--- config.mk ---
export PLATFORM = sky130hd
export DESIGN_NAME = if_stage
export DESIGN_NICKNAME = d
export VERILOG_FILES = /design/src/rtl/if_pkg.sv /design/src/rtl/if_skid.sv /design/src/rtl/if_stage.sv
export SDC_FILE = /design/constraint.sdc
export NUM_CORES = 1
export LEC_CHECK = 0
export BUFFER_PORTS_ARGS = -buffer_cell sky130_fd_sc_hd__buf_2
export CAP_MARGIN = 10
export CORE_UTILIZATION = 30
export DETAILED_ROUTE_END_ITERATION = 8
export GPL_TIMING_DRIVEN = 0
export MAX_ROUTING_LAYER = met4
export SLEW_MARGIN = 20
export SYNTH_ARGS = -nofsm -noshare
export SYNTH_HDL_FRONTEND = slang
export SYNTH_HIERARCHICAL = 1
export SYNTH_SLANG_ARGS = --single-unit
--- constraint.sdc ---
create_clock -name clk -period 2.2 [get_ports clk]
set_clock_uncertainty 0.2 [all_clocks]
set_input_delay 0.33 -clock clk [delete_from_list [all_inputs] [get_ports clk]]
set_output_delay 0.33 -clock clk [all_outputs]
set_load 0.005 [all_outputs]
--- src/rtl/if_pkg.sv ---
// Shared types and defaults for the instruction-fetch stage.
package if_pkg;

  // Fetch FSM encoding
  typedef enum logic [1:0] {
    ST_IDLE  = 2'd0,
    ST_FETCH = 2'd1,
    ST_HOLD  = 2'd2,
    ST_DROP  = 2'd3
  } if_state_e;

  localparam logic [31:0] NOP_INSTR_DEF = 32'h0000_0000;
  localparam logic [31:0] PC_STEP_DEF   = 32'd4;

  // One fetched instruction together with the PC it came from
  typedef struct packed {
    logic [31:0] instr;
    logic [31:0] pc;
  } if_entry_t;

  // Instruction memory is word addressed; the low two bits never matter
  function automatic logic [31:0] align_word(input logic [31:0] a);
    return {a[31:2], 2'b00};
  endfunction

endpackage

--- src/rtl/if_skid.sv ---
// One-entry skid buffer holding an {instr, pc} pair while decode stalls.
module if_skid
  import if_pkg::*;
#(
  parameter logic [31:0] NOP_INSTR = NOP_INSTR_DEF
) (
  input  logic      clk,
  input  logic      rst,
  input  logic      load_i,
  input  logic      unload_i,
  input  logic      flush_i,
  input  if_entry_t din_i,
  output logic      full_o,
  output if_entry_t dout_o
);

  logic      full_q, full_d;
  if_entry_t data_q, data_d;

  // Flush/unload empty the entry (data reads as NOP); load fills it
  always_comb begin
    full_d = full_q;
    data_d = data_q;
    if (flush_i || unload_i) begin
      full_d       = 1'b0;
      data_d.instr = NOP_INSTR;
      data_d.pc    = '0;
    end else if (load_i) begin
      full_d = 1'b1;
      data_d = din_i;
    end
  end

  // Entry storage
  always_ff @(posedge clk) begin
    if (rst) begin
      full_q       <= 1'b0;
      data_q.instr <= NOP_INSTR;
      data_q.pc    <= '0;
    end else begin
      full_q <= full_d;
      data_q <= data_d;
    end
  end

  assign full_o = full_q;
  assign dout_o = data_q;

endmodule

--- src/rtl/if_stage.sv ---
// Instruction-fetch stage: single-outstanding imem fetch, PC next-value
// generation and a registered valid/ready output backed by a skid entry.
module if_stage
  import if_pkg::*;
#(
  parameter logic [31:0] PC_STEP   = PC_STEP_DEF,
  parameter logic [31:0] NOP_INSTR = NOP_INSTR_DEF
) (
  input  logic        clk,
  input  logic        rst,
  input  logic [31:0] pc,
  output logic [31:0] next_pc,
  output logic        pc_ena,
  output logic        imem_req,
  output logic [31:0] imem_addr,
  input  logic        imem_ack,
  input  logic [31:0] imem_rdata,
  input  logic        br_taken,
  input  logic [31:0] br_target,
  output logic        if_valid,
  output logic [31:0] if_instr,
  output logic [31:0] if_pc,
  input  logic        id_ready
);

  if_state_e   state_q, state_d;
  logic [31:0] drop_addr_q, drop_addr_d;
  logic        vld_q, vld_d;
  if_entry_t   out_q, out_d;

  logic        out_free;
  logic        ack_fetch;
  logic        skid_load, skid_unload, skid_full;
  logic [31:0] fetch_addr;
  if_entry_t   fetch_entry, skid_dout;

  assign fetch_addr        = align_word(pc);
  assign fetch_entry.instr = imem_rdata;
  assign fetch_entry.pc    = pc;
  assign out_free          = !vld_q || id_ready;
  // A fetch completes only in FETCH and only if no redirect kills it
  assign ack_fetch         = (state_q == ST_FETCH) && imem_ack && !br_taken;
  assign skid_load         = ack_fetch && !out_free;
  assign skid_unload       = (state_q == ST_HOLD) && id_ready && !br_taken;

  if_skid #(.NOP_INSTR(NOP_INSTR)) u_skid (
    .clk      (clk),
    .rst      (rst),
    .load_i   (skid_load),
    .unload_i (skid_unload),
    .flush_i  (br_taken),
    .din_i    (fetch_entry),
    .full_o   (skid_full),
    .dout_o   (skid_dout)
  );

  // FSM state and the address of an abandoned in-flight request
  always_ff @(posedge clk) begin
    if (rst) begin
      state_q     <= ST_IDLE;
      drop_addr_q <= '0;
    end else begin
      state_q     <= state_d;
      drop_addr_q <= drop_addr_d;
    end
  end

  // Next state; redirect wins over every other event
  always_comb begin
    state_d     = state_q;
    drop_addr_d = drop_addr_q;
    unique case (state_q)
      ST_IDLE: state_d = ST_FETCH;
      ST_FETCH: begin
        if (br_taken) begin
          if (!imem_ack) begin
            // request still in flight: must wait its ack out at the old address
            state_d     = ST_DROP;
            drop_addr_d = fetch_addr;
          end
        end else if (imem_ack && !out_free) begin
          state_d = ST_HOLD;
        end
      end
      ST_HOLD: begin
        if (br_taken || id_ready) state_d = ST_FETCH;
      end
      ST_DROP: begin
        // a further redirect keeps the original drop_addr
        if (!br_taken && imem_ack) state_d = ST_FETCH;
      end
      default: state_d = ST_IDLE;
    endcase
  end

  // Memory request and PC-register controls, combinational from state/inputs
  always_comb begin
    imem_req  = (state_q == ST_FETCH) || (state_q == ST_DROP);
    imem_addr = (state_q == ST_DROP) ? drop_addr_q : fetch_addr;
    pc_ena    = 1'b0;
    next_pc   = pc;
    if (br_taken) begin
      pc_ena  = 1'b1;
      next_pc = align_word(br_target);
    end else if (ack_fetch) begin
      pc_ena  = 1'b1;
      next_pc = pc + PC_STEP;
    end
  end

  // Output register: load from memory or skid, drain on accept, clear on redirect
  always_comb begin
    vld_d = vld_q;
    out_d = out_q;
    if (br_taken) begin
      vld_d       = 1'b0;
      out_d.instr = NOP_INSTR;
    end else if (ack_fetch && out_free) begin
      vld_d = 1'b1;
      out_d = fetch_entry;
    end else if (skid_unload && skid_full) begin
      vld_d = 1'b1;
      out_d = skid_dout;
    end else if (vld_q && id_ready) begin
      vld_d       = 1'b0;
      out_d.instr = NOP_INSTR;
    end
  end

  // Output register storage
  always_ff @(posedge clk) begin
    if (rst) begin
      vld_q       <= 1'b0;
      out_q.instr <= NOP_INSTR;
      out_q.pc    <= '0;
    end else begin
      vld_q <= vld_d;
      out_q <= out_d;
    end
  end

  assign if_valid = vld_q;
  assign if_instr = out_q.instr;
  assign if_pc    = out_q.pc;

endmodule

# Word-level counts from Yosys, hierarchy flattened
# Cells that the tools add are included.
[classes]
add_sub_neg = 1
n_eq_ne = 7
muxes = 18
bitwise_logic = 2
reduce_logical = 25
[ops]
columns = ["operator", "count"]
rows = [
  ["32-bit 2-to-1 mux", 6],
  ["64-bit 2-to-1 mux", 1],
  ["32-bit by 3-bit adder with 32-bit output, second input constant", 1],
  ["1-bit logical AND", 10],
  ["2-bit 2-to-1 mux", 5],
  ["2-bit one-hot mux with 4 select lines", 1],
  ["3-bit inequality test, second input constant", 2],
  ["1-bit 2-to-1 mux", 5],
  ["2-bit equality test, second input constant", 2],
  ["1-bit logical OR", 4],
  ["4-bit AND reduction", 1],
  ["2-bit OR reduction", 2],
  ["1-bit zero test", 3],
  ["3-bit AND reduction", 1],
  ["3-bit nonzero test", 1],
  ["2-bit by 1-bit equality test with 1-bit output, second input constant", 1],
  ["2-bit zero test", 1],
  ["2-bit by 1-bit inequality test with 1-bit output, second input constant", 1],
  ["2-bit inequality test, second input constant", 1],
  ["1-bit inverter", 2],
  ["2-bit AND reduction", 1],
  ["2-bit nonzero test", 1],
]
[totals]
regBits = 162
input_bits = 101
output_inout_bits = 131
wordCells = 61

# Logic depth before layout (Yosys ltp)
[logic_depth]
ltp_word = 7
depth_mapped = 8
mapped_depth_nobuf = 5

# Cells and area by module
# Netlist, hierarchy kept.
[by_module_without_submodules]
columns = ["mod", "n_inst", "cells_each", "area_each_um2", "seq_area_each_um2"]
rows = [
  ["if_stage", 1, 674, 5452.7, 1941.9],
  ["if_skid", 1, 210, 2309.7, 1301.2],
]

# Worst setup path after synthesis
# Ideal clock, no wire load.
[synth_timing]
path_kind = "input port to output port"
from = "input port pc[6]"
to = "output port next_pc[18]"
arrival_time_ns = 1.635
required_time_ns = 1.670
path_slack_ns = 0.035
cell_stages = 6
n_path_buf = 2
path_cell_list = "buf_2 and3_1 nand3b_4 buf_6 or4_1 a31oi_1"
[synth_via]
elab_chain_cells = 3
[synth_lines]
columns = ["element", "line_no", "rtl"]
rows = [
  ["start, declared", "if_stage.sv:11", "input logic [31:0] pc,"],
  ["32-bit by 3-bit adder with 32-bit output", "if_stage.sv:107", "next_pc = pc + PC_STEP;"],
  ["32-bit 2-to-1 mux", "if_stage.sv:105", "end else if (ack_fetch) begin"],
  ["32-bit 2-to-1 mux", "if_stage.sv:102", "if (br_taken) begin"],
  ["end, declared", "if_stage.sv:12", "output logic [31:0] next_pc,"],
]
# No other way between the ends.

# Final worst setup path
[layout_timing]
from = "register state_q[1]"
to = "output port next_pc[24]"
[layout_via]
elab_chain_cells = 5
[layout_lines]
columns = ["element", "line_no", "rtl"]
rows = [
  ["start, declared", "if_stage.sv:26", "if_state_e state_q, state_d;"],
  ["start signal, assigned", "if_stage.sv:63", "state_q <= state_d;"],
  ["2-bit by 1-bit equality test with 1-bit output", "if_stage.sv:42", "assign ack_fetch = (state_q == ST_FETCH) && imem_ack && !br_taken;"],
  ["1-bit logical AND (2 in a row)", "if_stage.sv:42", ""],
  ["32-bit 2-to-1 mux", "if_stage.sv:105", ""],
  ["32-bit 2-to-1 mux", "if_stage.sv:102", ""],
]
# No other way between the ends.

==> run metrics <==
shortest period the worst path allows=2.70 ns; CTS buffer count=17; area of all sequential standard cells=3250 um2; Synth-to-Final Area Change=45.8%; Seq cells post-synth=162; Buffers on Ports=227; Tightest Pin Transition=0.904 ns; TritonRoute pass-1 iters=5; initial antenna violation count=0; n_diodes=0; setup ws final=-0.502 ns; peak supply drop=0.534 mV; core area=25300 um2; YS warnings=6; Die X=163 um; Arr. time, crit path=2.17 ns; total detailed-routing wirelength=27900 um; Mapped Avg Cell Area=8.78 um2; DRC violations left=0; Static Leak=4.58 nW; status=finished, violations left; kind of critical path=reg -> out; Worst setup EP type=primary output; CP startpoint kind=register; vias=7814; Synth area leaders=dfxtp_1 42%, mux2i_1 13%, nor2_1 5.9%, nand2_1 5.5%, mux2_2 4.4%; # rows=58; fillers=2474; CTS tree=yes; DP HPWL=19600 um; Post-Syn Instances=884; failing checks=setup timing; Synth Flop Type=dfxtp_1; unrepaired setup endpoints after global routing=true; final design utilization=44.8%; # nets final=1300; DR vias/cell=5.08; Post-DRT Antenna Nets=0; asr flop ratio synth=0%; Max Root-Sink Buffers=2; DRC violation total after the first TritonRoute iteration=468; Die Ht=163 um; Seq/Total Area, Yosys=41.8%; R2R Setup Slk=-0.02 ns; Rel. slew slack=39.7%; Final Hold Viols=0; area share of the largest cell type after synthesis=41.8%; Synth cell types=51; power per cell area=620 nW/um2; Post-Syn Area=7760 um2; clk_lat worst skew=0.43 ns; area post-placement=9320 um2; Die ar.=26500 um2; max-cap violations=0; CTS clk-pin slew, worst paths=0.06 ns; GPL Wtd Cong=0.807; Root Driver=clkbuf_16; pin count of the biggest net entering global routing=17; pre-CTS setup slack=-0.877 ns; initial core utilization=30.7%; area leader, netlist=dfxtp_1; largest driver fanout on the critical path=6; clk sinks=162; total global routing overflow=0; fin. max-slew vios=0; area of the multi-input gates=4520 um2; worst endpoint required time=1.67 ns; IO Pins=232; Final Total Pwr=0.00702 W; wire per inst=18.2 um; fmax=0.370 GHz; fraction of layout cells with a size suffix above 1=34.0%; H-tree depth=4; final setup fails=63; number of global-route vias before repair=7527; HP Class=in -> reg; first-pass GRT wire length=41900 um; crit share post-route=123%; Tot GR Track Use=21.1%; Final Cell Area=11300 um2; Post-synth EDFFs=0
[routing by layer]
layer  vias up  part of all wire, %  global-route usage, %
li1       3801                    -                      -
met3        35                  7.3                   4.71
met2       309                   47                   33.8
met5         -                    0                      -
met1      3669                   44                   26.3
met4         0                  1.7                   6.92
[cell type report]
class	instances	area share, %
inverters	3	0.0995
well taps	330	3.65
clock buffers	19	3.91
flip-flops and latches	162	28.7
clock inverters	10	1.22
multi-input cells	642	39.9
repair buffers	296	17.6
plain buffers	76	4.89
[report_power, final]
group	total, W	switching (W)	internal [W]
Clock	0.00301	0.00122	0.00179
Sequential	0.00301	0.0000303	0.00298
Combinational	0.000991	0.000526	0.000465
Total	0.00702	0.00178	0.00524
[state kept, by name, summed over array words and instances (netlist names)]
register,cells
u_skid/dout_o,64
if_instr,32
if_pc,32
drop_addr_q,30
state_q,2
if_valid,1
u_skid/full_o,1
[cells in the final DEF, fill, tap and decap left out, types with 7 or more instances in the layout]
master / instances
a21oi_1: 32
a311oi_1: 31
a31oi_1: 16
buf_2: 217
buf_4: 23
buf_6: 42
buf_8: 8
clkbuf_1: 23
clkbuf_16: 19
clkbuf_2: 8
dfxtp_1: 160
dlygate4sd3_1: 42
mux2_4: 29
mux2i_1: 94
nand2_1: 111
nand3_1: 44
nand4_1: 8
nor2_1: 121
o21ai_0: 8
o2bb2ai_1: 32
o31ai_1: 11
or3_1: 7
or4_1: 9
or4_4: 7
[synth_stat cells (3+ instances only)]
library cell / n
dfxtp_1: 162
nor2_1: 122
nand2_1: 114
mux2i_1: 97
nand3_1: 46
clkbuf_1: 40
a21oi_1: 33
o2bb2ai_1: 32
a311oi_1: 31
mux2_2: 30
a31oi_1: 21
buf_2: 21
o21ai_0: 16
or4_1: 16
o31ai_1: 14
buf_6: 8
nand4_1: 8
nor2b_1: 7
or3_1: 7
buf_4: 6
and2_1: 5
and4_1: 4
xor2_1: 4
and3_1: 3
nand2b_1: 3
nor3_1: 3
[logic make-up (layout without fill, tap and decap cells)]
logic type	Yosys count	count (layout)	synth area share [%]
buffers and inverters	81	404	5.34
other	1	2	0.0483
multiplexers	127	127	16.9
flip-flops	162	162	41.8
AO/OA/AOI/OAI	157	157	14.3
adder cells (fa/ha/maj)	1	1	0.161
AND/OR/NAND/NOR	351	351	21.0
XOR/XNOR	4	4	0.451
[through the flow]
| step | hold slack, ns | instances | setup TNS (ns) |
|---|---|---|---|
| 2_1_floorplan | 0.234 | 885 | 0 |
| 3_3_place_gp | 0.239 | 1442 | -45.45 |
| 3_5_place_dp | 0.241 | 1442 | -46.19 |
| 4_1_cts | 0.0143 | 1527 | -16.86 |
| 5_1_grt | 0.0136 | 1538 | -21.80 |
| 6_report | 0.0156 | 1538 | -17.17 |
[worst max-delay path, cell delays in order, from the launching register on]
cell and delay, ns:
dfxtp_4 0.34, and4bb_4 0.40, nand4_1 0.13, buf_6 0.16
or4_1 0.39, a31oi_1 0.18, buf_2 0.14
[timing repair]
| action | CTS | global route |
|---|---|---|
| endpoints found under the hold margin | 67 | 0 |
| hold buffers | 42 | 0 |
| setup endpoints to repair | 159 | 184 |
| setup buffers | 14 | 10 |
| cloned | 1 | 3 |
| resized for setup | 69 | 133 |
| pin swaps | 15 | 19 |
[final timing paths]
path                                      start                 to  cells past startpoint
worst max-delay path                 state_q[1]        next_pc[24]                      6
worst min-delay path                     pc[15]  u_skid/dout_o[15]                      3
worst max register to register       state_q[1]     drop_addr_q[9]                      9
worst min register to register  drop_addr_q[27]    drop_addr_q[27]                      2
Power figures use the tool's default switching activity.
